## src/rtl/fir_pkg.sv

```systemverilog
// Shared types and constants for the 2-parallel FIR filter and its downstream stages.
package fir_pkg;

  localparam int IN_W  = 40;
  localparam int OUT_W = 16;

  typedef logic signed [IN_W-1:0]  fir_out_t;
  typedef logic signed [OUT_W-1:0] fir_q_t;

  typedef enum logic [1:0] {
    IDLE    = 2'd0,
    SETTLE  = 2'd1,
    MEASURE = 2'd2
  } peak_state_e;

endpackage

```

## src/rtl/fir_sat_requant.sv

```systemverilog
// Combinational requantizer: arithmetic right shift, then clamp to the signed OUT_W range.
module fir_sat_requant #(
  parameter int IN_W       = 40,
  parameter int OUT_W      = 16,
  parameter int FRAC_SHIFT = 14
) (
  input  logic signed [IN_W-1:0]  din,
  output logic signed [OUT_W-1:0] dout
);
  import fir_pkg::*;

  localparam logic signed [IN_W-1:0] Q_MAX = {{(IN_W-OUT_W+1){1'b0}}, {(OUT_W-1){1'b1}}};
  localparam logic signed [IN_W-1:0] Q_MIN = {{(IN_W-OUT_W+1){1'b1}}, {(OUT_W-1){1'b0}}};

  logic signed [IN_W-1:0] shifted;

  always_comb begin
    shifted = din >>> FRAC_SHIFT;
    if (shifted > Q_MAX) begin
      dout = {1'b0, {(OUT_W-1){1'b1}}};
    end else if (shifted < Q_MIN) begin
      dout = {1'b1, {(OUT_W-1){1'b0}}};
    end else begin
      dout = shifted[OUT_W-1:0];
    end
  end

endmodule

```

## src/rtl/fir_peak_detector.sv

```systemverilog
// Settle-then-measure peak tracker on both FIR output lanes; publishes raw and requantized peak.
// Optional: define FIR_PEAK_ABS_EN to compare lane magnitudes instead of signed values.
module fir_peak_detector #(
  parameter int IN_W          = fir_pkg::IN_W,
  parameter int OUT_W         = fir_pkg::OUT_W,
  parameter int FRAC_SHIFT    = 14,
  parameter int SETTLE_CYCLES = 340,
  parameter int WINDOW_CYCLES = 2000
) (
  input  logic                    clk,
  input  logic                    rst,
  input  logic                    start,
  input  logic                    abort,
  input  logic signed [IN_W-1:0]  inp [1:0],
  output logic                    busy,
  output logic                    peak_valid,
  output logic signed [IN_W-1:0]  peak,
  output logic signed [OUT_W-1:0] peak_q
);
  import fir_pkg::*;

  localparam int CNT_MAX = (SETTLE_CYCLES > WINDOW_CYCLES) ? SETTLE_CYCLES : WINDOW_CYCLES;
  localparam int CNT_W   = $clog2(CNT_MAX + 1);
  localparam logic [CNT_W-1:0] SETTLE_LAST = CNT_W'((SETTLE_CYCLES > 0) ? SETTLE_CYCLES - 1 : 0);
  localparam logic [CNT_W-1:0] WINDOW_LAST = CNT_W'(WINDOW_CYCLES - 1);

  peak_state_e              state_q, state_d;
  logic [CNT_W-1:0]         cnt_q, cnt_d;
  logic signed [IN_W-1:0]   acc_q, acc_d;
  logic signed [IN_W-1:0]   peak_raw_q, peak_raw_d;
  logic signed [OUT_W-1:0]  peak_sat_q, peak_sat_d;
  logic                     valid_q, valid_d;

  logic signed [IN_W-1:0]   lane0, lane1, lane_max, acc_cand;
  logic signed [OUT_W-1:0]  cand_sat;

`ifdef FIR_PEAK_ABS_EN
  // Most negative value has no positive twin, so it clamps to the largest positive.
  function automatic logic signed [IN_W-1:0] lane_val(input logic signed [IN_W-1:0] x);
    if (x == {1'b1, {(IN_W-1){1'b0}}}) begin
      return {1'b0, {(IN_W-1){1'b1}}};
    end else if (x < 0) begin
      return -x;
    end
    return x;
  endfunction
`else
  function automatic logic signed [IN_W-1:0] lane_val(input logic signed [IN_W-1:0] x);
    return x;
  endfunction
`endif

  // The first measure edge loads unconditionally so stale accumulator data never wins.
  always_comb begin
    lane0    = lane_val(inp[0]);
    lane1    = lane_val(inp[1]);
    lane_max = (lane1 > lane0) ? lane1 : lane0;
    if (cnt_q == '0) begin
      acc_cand = lane_max;
    end else begin
      acc_cand = (lane_max > acc_q) ? lane_max : acc_q;
    end
  end

  fir_sat_requant #(
    .IN_W       (IN_W),
    .OUT_W      (OUT_W),
    .FRAC_SHIFT (FRAC_SHIFT)
  ) u_requant (
    .din  (acc_cand),
    .dout (cand_sat)
  );

  always_comb begin
    state_d    = state_q;
    cnt_d      = cnt_q;
    acc_d      = acc_q;
    peak_raw_d = peak_raw_q;
    peak_sat_d = peak_sat_q;
    valid_d    = 1'b0;
    case (state_q)
      IDLE: begin
        if (start && !abort) begin
          cnt_d   = '0;
          state_d = (SETTLE_CYCLES == 0) ? MEASURE : SETTLE;
        end
      end
      SETTLE: begin
        if (abort) begin
          state_d = IDLE;
          cnt_d   = '0;
        end else if (cnt_q == SETTLE_LAST) begin
          state_d = MEASURE;
          cnt_d   = '0;
        end else begin
          cnt_d = cnt_q + 1'b1;
        end
      end
      MEASURE: begin
        if (abort) begin
          state_d = IDLE;
          cnt_d   = '0;
        end else begin
          acc_d = acc_cand;
          if (cnt_q == WINDOW_LAST) begin
            peak_raw_d = acc_cand;
            peak_sat_d = cand_sat;
            valid_d    = 1'b1;
            state_d    = IDLE;
            cnt_d      = '0;
          end else begin
            cnt_d = cnt_q + 1'b1;
          end
        end
      end
      default: begin
        state_d = IDLE;
        cnt_d   = '0;
      end
    endcase
  end

  always_ff @(posedge clk or posedge rst) begin
    if (rst) begin
      state_q    <= IDLE;
      cnt_q      <= '0;
      acc_q      <= '0;
      peak_raw_q <= '0;
      peak_sat_q <= '0;
      valid_q    <= 1'b0;
    end else begin
      state_q    <= state_d;
      cnt_q      <= cnt_d;
      acc_q      <= acc_d;
      peak_raw_q <= peak_raw_d;
      peak_sat_q <= peak_sat_d;
      valid_q    <= valid_d;
    end
  end

  assign busy       = (state_q != IDLE);
  assign peak_valid = valid_q;
  assign peak       = peak_raw_q;
  assign peak_q     = peak_sat_q;

endmodule
```

## config.mk

```make
export PLATFORM = sky130hd
export DESIGN_NAME = fir_peak_detector
export DESIGN_NICKNAME = d
export VERILOG_FILES = /design/src/rtl/fir_pkg.sv /design/src/rtl/fir_sat_requant.sv /design/src/rtl/fir_peak_detector.sv
export SDC_FILE = /design/constraint.sdc
export NUM_CORES = 1
export LEC_CHECK = 0
export CORE_UTILIZATION = 30
export CTS_BUF_LIST = sky130_fd_sc_hd__clkbuf_16
export CTS_CLUSTER_SIZE = 14
export DETAILED_ROUTE_END_ITERATION = 12
export HOLD_SLACK_MARGIN = 0.06
export SYNTH_ARGS = -nofsm -noshare
export SYNTH_HDL_FRONTEND = slang
export SYNTH_HIERARCHICAL = 1
export SYNTH_SLANG_ARGS = --single-unit
```

## constraint.sdc

```tcl
create_clock -name clk -period 3.4 [get_ports clk]
set_clock_uncertainty 0.2 [all_clocks]
set_input_delay 0.51 -clock clk [delete_from_list [all_inputs] [get_ports clk]]
set_output_delay 0.51 -clock clk [all_outputs]
set_load 0.03 [all_outputs]
```

# Word level (Yosys, flattened, before mapping)
# Cells that the tools add are included.
[classes] n_reduce_logical=8 n_bitwise=1 multipliers=0 eq_ne=7 n_div=0 add_sub_neg=1 shifts=0 mux=20 magnitude_cmp=4
[ops] cell="40-bit 2-to-1 mux" n=3
[ops] cell="40-bit > comparator" n=2
[ops] cell="11-bit 2-to-1 mux" n=5
[ops] cell="11-bit case mux with 3 select lines" n=1
[ops] cell="16-bit 2-to-1 mux" n=2
[ops] cell="26-bit by 16-bit > comparator with 1-bit output, second input constant" n=1
[ops] cell="26-bit by 16-bit < comparator with 1-bit output, second input constant" n=1
[ops] cell="11-bit by 1-bit adder with 11-bit output, second input constant" n=1
[ops] cell="11-bit equality test, second input constant" n=1
[ops] cell="11-bit by 9-bit equality test with 1-bit output, second input constant" n=1
[ops] cell="11-bit logical NOT" n=1
[ops] cell="2-bit 2-to-1 mux" n=5
[ops] cell="3-bit != test, second input constant" n=2
[ops] cell="2-bit case mux with 3 select lines" n=1
[ops] cell="3-bit AND reduction" n=2
[ops] cell="1-bit 2-to-1 mux" n=3
[ops] cell="2-bit by 1-bit equality test with 1-bit output, second input constant" n=1
[ops] cell="2-bit equality test, second input constant" n=1
[ops] cell="2-bit logical NOT" n=1
[ops] cell="2-bit != test, second input constant" n=1
[ops] cell="2-bit AND reduction" n=1
[ops] cell="2-bit nonzero test" n=1
[ops] cell="1-bit logical AND" n=1
[ops] cell="1-bit logical NOT" n=1
[ops] cell="1-bit NOT" n=1
[word_totals] ram_bits=0 word_cells=47 mem_bits_ro=0 n_memories=0 latch_bits=0 inputBits=84 regBits=110 out_inout_bits=58

# Logic depth before layout (Yosys ltp)
# Gate-level depths: netlist of run 1.
[logic_depth] ltp_word=8 ltp_mapped=28 ltp_nobuf=24

# By module
# Netlist of run 1, hierarchy kept.
[modules_own_cells] module="fir_peak_detector" area_per_inst_um2=7538.5 instances=1 cells_per_inst=937 seq_area_each_um2=2752.6
[modules_own_cells] module="fir_sat_requant" area_per_inst_um2=327.8 instances=1 cells_per_inst=47 seq_area_each_um2=0.0

# Worst setup path before layout of run 1
# No wires, ideal clock.
[synth_timing] path_kind="input -> register" from="input port inp[39] in the netlist's numbering" to="register peak_sat_q[10] (netlist: peak_q[10])" arrival_time_ps=5390 stages=26 slack_ps=-2307 setup_time_ps=117 t_required_ps=3083 path_buffers=3 cell_sequence="inv_1 > ha_1 > nand4_2 > nor4_2 > and4b_1 > o31a_1 > a211oi_2 > mux2i_4 > buf_6 > mux2i_1 > inv_1 > ha_1 > nand4_1 > nor4_1 > and3_1 > o31a_1 > o211ai_1 > nand3_1 > clkbuf_1 > a21oi_1 > nor4_1 > nand3_1 > buf_6 > a2bb2oi_1 > nand2_1 > nand2_1"
[synth_between] elab_chain_len=8 word_cells_on_any_way=9 classes_between="4 x order compare; 5 x mux"
[synth_lines] element="from (decl)" line_no="fir_peak_detector.sv:14" source="input logic signed [IN_W-1:0] inp [1:0],"
[synth_lines] element="40-bit > comparator" line_no="fir_peak_detector.sv:57" source="lane_max = (lane1 > lane0) ? lane1 : lane0;"
[synth_lines] element="40-bit 2-to-1 mux (*)" line_no="fir_peak_detector.sv:57"
[synth_lines] element="40-bit > comparator" line_no="fir_peak_detector.sv:61" source="acc_cand = (lane_max > acc_q) ? lane_max : acc_q;"
[synth_lines] element="40-bit 2-to-1 mux" line_no="fir_peak_detector.sv:61"
[synth_lines] element="40-bit 2-to-1 mux (*)" line_no="fir_peak_detector.sv:58" source="if (cnt_q == '0) begin"
[synth_lines] element="via acc_cand[32]" line_no="fir_peak_detector.sv:34" source="logic signed [IN_W-1:0] lane0, lane1, lane_max, acc_cand;"
[synth_lines] element="26-bit by 16-bit < comparator with 1-bit output" line_no="fir_sat_requant.sv:21" source="end else if (shifted < Q_MIN) begin"
[synth_lines] element="16-bit 2-to-1 mux" line_no="fir_sat_requant.sv:21"
[synth_lines] element="16-bit 2-to-1 mux (*)" line_no="fir_sat_requant.sv:19" source="if (shifted > Q_MAX) begin"
[synth_lines] element="via cand_sat[10]" line_no="fir_peak_detector.sv:35" source="logic signed [OUT_W-1:0] cand_sat;"
[synth_lines] element="to (signal assigned)" line_no="fir_peak_detector.sv:136" source="peak_sat_q <= peak_sat_d;"
[synth_lines] element="to (decl)" line_no="fir_peak_detector.sv:31" source="logic signed [OUT_W-1:0] peak_sat_q, peak_sat_d;"
# Mark *: on every way through the listed nets, which the timed path passes. The rest lies on a longest branch.
# A chain may end at the register's enable or synchronous reset.

# Final worst setup path of run 1
[layout_timing] from="input port inp[72] in the netlist's numbering" to="register peak_sat_q[13] (netlist: peak_q[13])"
# Same word-level chain as after synthesis.

==> results of run 1 <==
-- worst paths after layout --
check,startpoint,end,slack (ns),cells after the start
worst max-delay path,inp[72],peak_q[13],-2.73,32
worst min-delay path,peak_q[5],peak_q[5],0.27,2
worst max register to register,acc_q[34],peak_q[13],-0.35,19
worst min register to register,peak_q[5],peak_q[5],0.27,2
max in group asynchronous,rst,peak[9],2.06,3
min in group asynchronous,rst,peak[33],0.49,3
-- worst max-delay path: cells and delay by family --
family	cells	cell delay, ns
fa+ha+maj	2	0.50
simple gates	11	1.65
mux	2	0.69
compound gates	6	1.26
buf+inv	11	1.59
-- through the flow --
| step | std cells | setup slack, ns |
|---|---|---|
| after floorplan | 956 | -2.01 |
| after global placement | 1539 | -3.31 |
| after detailed placement | 1539 | -3.44 |
| after CTS | 1610 | -2.56 |
| after global routing | 1633 | -2.95 |
| final | 1633 | -2.73 |
-- power by group through the flow --
stage,clock network (W),registers [W],logic (W)
floorplan,0,0.00181,0.00186
global placement,0,0.00174,0.00322
detailed placement,0,0.00176,0.00328
CTS,0.00107,0.00173,0.00418
global route,0.00113,0.00178,0.00533
finish,0.00107,0.00174,0.00499
-- placed cells by master, fill, tap and decap left out, types with 9 or more instances in the layout --
cell / instances
o211ai_1: 45
ha_4: 36
a2bb2oi_2: 13
buf_16: 9
clkdlybuf4s50_1: 62
mux2i_2: 9
a21oi_4: 10
nand3_1: 19
buf_2: 14
buf_6: 29
nor2_1: 55
inv_2: 26
nand3_2: 35
dlygate4sd2_1: 41
inv_1: 98
buf_12: 30
a21oi_2: 46
nand2_1: 116
o21ai_0: 16
nor2_2: 21
a21oi_1: 49
buf_4: 173
dfrtp_1: 110
nor2_4: 11
clkbuf_16: 14
nand4_1: 33
ha_1: 48
mux2i_4: 24
-- routing by layer --
layer  vias to the layer above  wire (um)  GRT usage
met3                        59       1570     0.0293
met4                         0        896     0.0833
li1                       4009          -          -
met2                       290      15000      0.372
met5                         -          0          0
met1                      4098      12700      0.277
-- sequential cells by signal, indices dropped and copies added (netlist names) --
| register | cells |
|---|---|
| peak | 40 |
| peak_valid | 1 |
| cnt_q | 11 |
| peak_q | 16 |
| state_q | 2 |
| acc_q | 40 |
-- final cells by class --
cell class | count | area share
multi-input combinational | 666 | 0.432
timing repair buffer | 383 | 0.280
sequential | 110 | 0.200
inverter | 129 | 0.0364
tap | 330 | 0.0300
clock buffer | 9 | 0.0164
clock inverter | 6 | 0.00409
-- timing repair --
action,4_1_cts,5_1_grt
endpoints found under the setup margin,96,96
gates resized for setup,330,164
gates cloned,15,6
pin swaps,79,108
buffers inserted,42,32
==> run_results.csv, run 1 <==
group,metric,value,unit
synth,syn_nets,1125,
floorplan,start_util,0.307,
cts,clock_latency,0.37,ns
routing,first_iter_violations,447,
floorplan,die_w,163,um
power,swShare,0.411,
status,violations,"negative setup slack",
power,p_int,0.00460,W
layout,utilization,0.545,
timing,rsz0062_at_grt,"true",
power,p_switching,0.00321,W
layout,final_area,13800,sq um
layout,seqCellArea,2750,sq um
layout,nFillCells,2202,
power,p_leak,6.11,nW
place,place.gp.congestion,0.833,
floorplan,placeableCoreArea,25300,sq um
floorplan,std_cell_rows,58,
power,seq_power_share,0.223,
routing,drt_pass1_iterations,5,
timing,slew_headroom,0.521,
setup_path,cp_max_fo,8,
timing,fmax,163,MHz
synth,ys_warn_count,6,
cts,clock_sinks,110,
place,hpwl,18.4,mm
layout,num_antenna_cells,0,
timing,setup_tns,-244.87,ns
cts,cts_hold_buf,0,
timing,final-hold-violation-count,0,
floorplan,fp.dieH,163,um
floorplan,ios,142,
timing,period_minus_slack,6.13,ns
power,p_clk_frac,0.137,
synth,synth_area,7740,sq um
setup_path,critPathKind,"in2reg",
setup_path,slowest_delay,0.47,ns
power,power,0.00780,W
floorplan,die-area,26500,sq um
layout,finalNetCount,1468,
timing,tightest_slew,0.719,ns
setup_path,crit_arrival,6.23,ns
setup_path,slowest_stage,"mux2i_4",
timing,finalWorstSetupSlack,-2.73,ns
global_routing,grt_max_degree,111,
setup_path,crit_path_frequent_cell,"buf_6",
timing,setup_viol,96,
routing,routed_wl,30.2,mm
global_routing,antenna_found_initial,0,
synth,synth_area_per_cell,8.10,sq um
routing,routed_via_density,5.18,
cts,cts.clk_slew.worst_paths,0.08,ns
place,portBuffers,141,
setup_path,end_kind,"flop",
routing,wl_per_cell,18.5,um
global_routing,overflow,0,
timing,fin_hold_ws,0.274,ns
routing,via_count,8456,
routing,postRouteAntennaNets,0,
setup_path,cp.required,3.50,ns
power,comb_power_share,0.639,
global_routing,grt_pass1_wl,44.3,mm
place,placed_area,11300,sq um
layout,multi_input_area,5950,sq um
timing,slew_viol_final,0,
global_routing,grt_usage,0.217,
power,ir_drop,0.000299,V
setup_path,cp-start-kind,"primary input",
job,maxCapViolations,0,
routing,drc,0,
layout,layout-drive-gt1-share,0.431,
synth,syn_inst,956,
global_routing,grt_pass1_vias,8319,
cts,cts_tree,"yes",
cts,cts_buffer_depth,2,
cts,htree_levels,3,
timing,period_share,1.80,
layout,area_delta_synth_final,77.6,%
hold_path,hold_path_class,"reg2reg",
power,pwr_density_cell,567,nW/um^2
cts,cts_buffers,9,
status,run_status,"finished with violations",
cts,cts-root-buf,"clkbuf_16",
(Power assumes the default switching activity.)
==> run 2, diff against run 1 <==
- GPL_ROUTABILITY_DRIVEN: not set -> 0
==> results of run 2 <==
No change in the layout: final DEF, timing and power equal those of run 1.
==> run 3, diff against run 2 <==
- CORE_MARGIN: not set -> 2
==> run_results.csv, run 3 (synthesis gave the netlist of run 1 again) <==
group,metric,value,unit
status,run_status,"finished with violations",
status,violations,"negative setup slack",
setup_path,cp-start-kind,"primary input",
routing,postRouteAntennaNets,0,
routing,drc,0,
routing,drt_pass1_iterations,5,
timing,setup_viol,96,
cts,cts.clk_slew.worst_paths,0.08,ns
cts,cts_tree,"yes",
timing,finalWorstSetupSlack,-2.71,ns
routing,routed_wl,29.4,mm
timing,fin_hold_ws,0.271,ns
routing,via_count,8238,
layout,final_common_cell,"buf_4",
cts,clock_latency,0.37,ns
layout,num_antenna_cells,0,
setup_path,startpoint,"inp[14]",
routing,wl_per_cell,18.1,um
layout,final_area,13600,sq um
floorplan,fp.dieH,165,um
hold_path,hold_path_class,"reg2reg",
setup_path,slowest_stage,"o211ai_1",
setup_path,end_kind,"flop",
timing,rsz0062_at_grt,"true",
cts,htree_levels,3,
cts,cts-root-buf,"clkbuf_16",
global_routing,grt_max_degree,57,
layout,multi_input_area,5780,sq um
timing,period_minus_slack,6.11,ns
setup_path,critPathKind,"in2reg",
global_routing,grt_pass1_wl,43.9,mm
timing,final-hold-violation-count,0,
cts,clock_sinks,110,
layout,nFillCells,2219,
global_routing,grt_usage,0.209,
hold_path,hp-start,"peak_q[11]",
timing,slew_headroom,0.498,
timing,tightest_slew,0.751,ns
place,placed_area,11300,sq um
setup_path,crit_arrival,6.17,ns
timing,period_share,1.80,
job,maxCapViolations,0,
floorplan,start_util,0.307,
layout,fin_cells,1618,
global_routing,antenna_found_initial,1,
place,hpwl,18.4,mm
routing,routed_via_density,5.09,
setup_path,cp.required,3.46,ns
power,ir_drop,0.000336,V
global_routing,overflow,0,
layout,finalNetCount,1452,
floorplan,placeableCoreArea,25300,sq um
cts,cts_buffer_depth,2,
global_routing,grt_pass1_vias,8219,
layout,area_delta_synth_final,75.4,%
cts,cts_hold_buf,0,
layout,seqCellArea,2750,sq um
floorplan,die-area,27100,sq um
layout,layout-drive-gt1-share,0.406,
power,p_leak,6.06,nW
timing,fmax,164,MHz
place,portBuffers,141,
timing,slew_viol_final,0,
floorplan,die_w,165,um
cts,cts_buffers,9,
floorplan,ios,142,
routing,first_iter_violations,434,
layout,mostFrequentLayoutCells,"buf_4, nand2_1, dfrtp_1, inv_1, a21oi_1",
place,dp_cells,1534,
setup_path,r2r-start,"acc_q[35]",
floorplan,std_cell_rows,58,
setup_path,cp_max_fo,7,
power,pwr_density_cell,545,nW/um^2
setup_path,crit_path_frequent_cell,"buf_4",
setup_path,slowest_delay,0.39,ns
-- run 3: what timing repair did --
action	in CTS	in global routing
gates resized for setup	414	79
setup buffers	38	14
setup endpoints to repair	96	96
pin swaps	112	30
cloned	18	2
-- run 3: layout make-up --
class	count	share of cell area
timing repair buffer	367	0.282
sequential	110	0.203
tap	330	0.0304
clock inverter	7	0.00599
clock buffer	9	0.0166
inverter	129	0.0370
multi-input combinational	666	0.426
-- run 3: path summary, 6_finish.rpt --
| check | end | slack, ns | depth (start not counted) |
|---|---|---|---|
| hold reg to reg | peak_q[11] | 0.27 | 2 |
| max in group asynchronous | peak[39] | 1.88 | 3 |
| min in group asynchronous | peak[33] | 0.43 | 2 |
| hold / removal | peak_q[11] | 0.27 | 2 |
| setup / recovery | peak_q[0] | -2.71 | 31 |
| setup reg to reg | peak_q[0] | -0.57 | 18 |
-- run 3: worst max-delay path: cells and delay by family --
kind            cells  cell delay (ns)
fa+ha+maj           2             0.61
compound gates      9             1.66
simple gates        9             1.22
mux                 2             0.62
buf+inv             9             1.52
-- run 3: stage by stage --
step	util	setup TNS [ns]	power [W]	worst slack (ns)
finish	0.538	-222.28	0.00740	-2.71
global route	0.538	-238.21	0.00784	-2.93
CTS	0.516	-200.43	0.00700	-2.36
detailed placement	0.447	-280.08	0.00498	-3.33
global placement	0.447	-273.80	0.00493	-3.23
floorplan	-	-143.35	0.00366	-2.01
-- run 3: metal layers --
layer  wire length [um]  part of all wire  up-vias  GRT usage
met5                 13           0.00044        -          0
met4                802             0.027        2     0.0664
met3               1680             0.057       49     0.0337
met2              14300              0.49      271      0.350
met1              12600              0.43     3949      0.276
li1                   -                 -     3967          -
-- run 3: report_power, final --
part / leakage [nW] / switching (W) / internal (W) / total (W)
Sequential: 1.42 / 0.000165 / 0.00157 / 0.00173
Clock: 0.147 / 0.000563 / 0.000584 / 0.00115
Combinational: 4.49 / 0.00227 / 0.00225 / 0.00452
Total: 6.06 / 0.00300 / 0.00440 / 0.00740
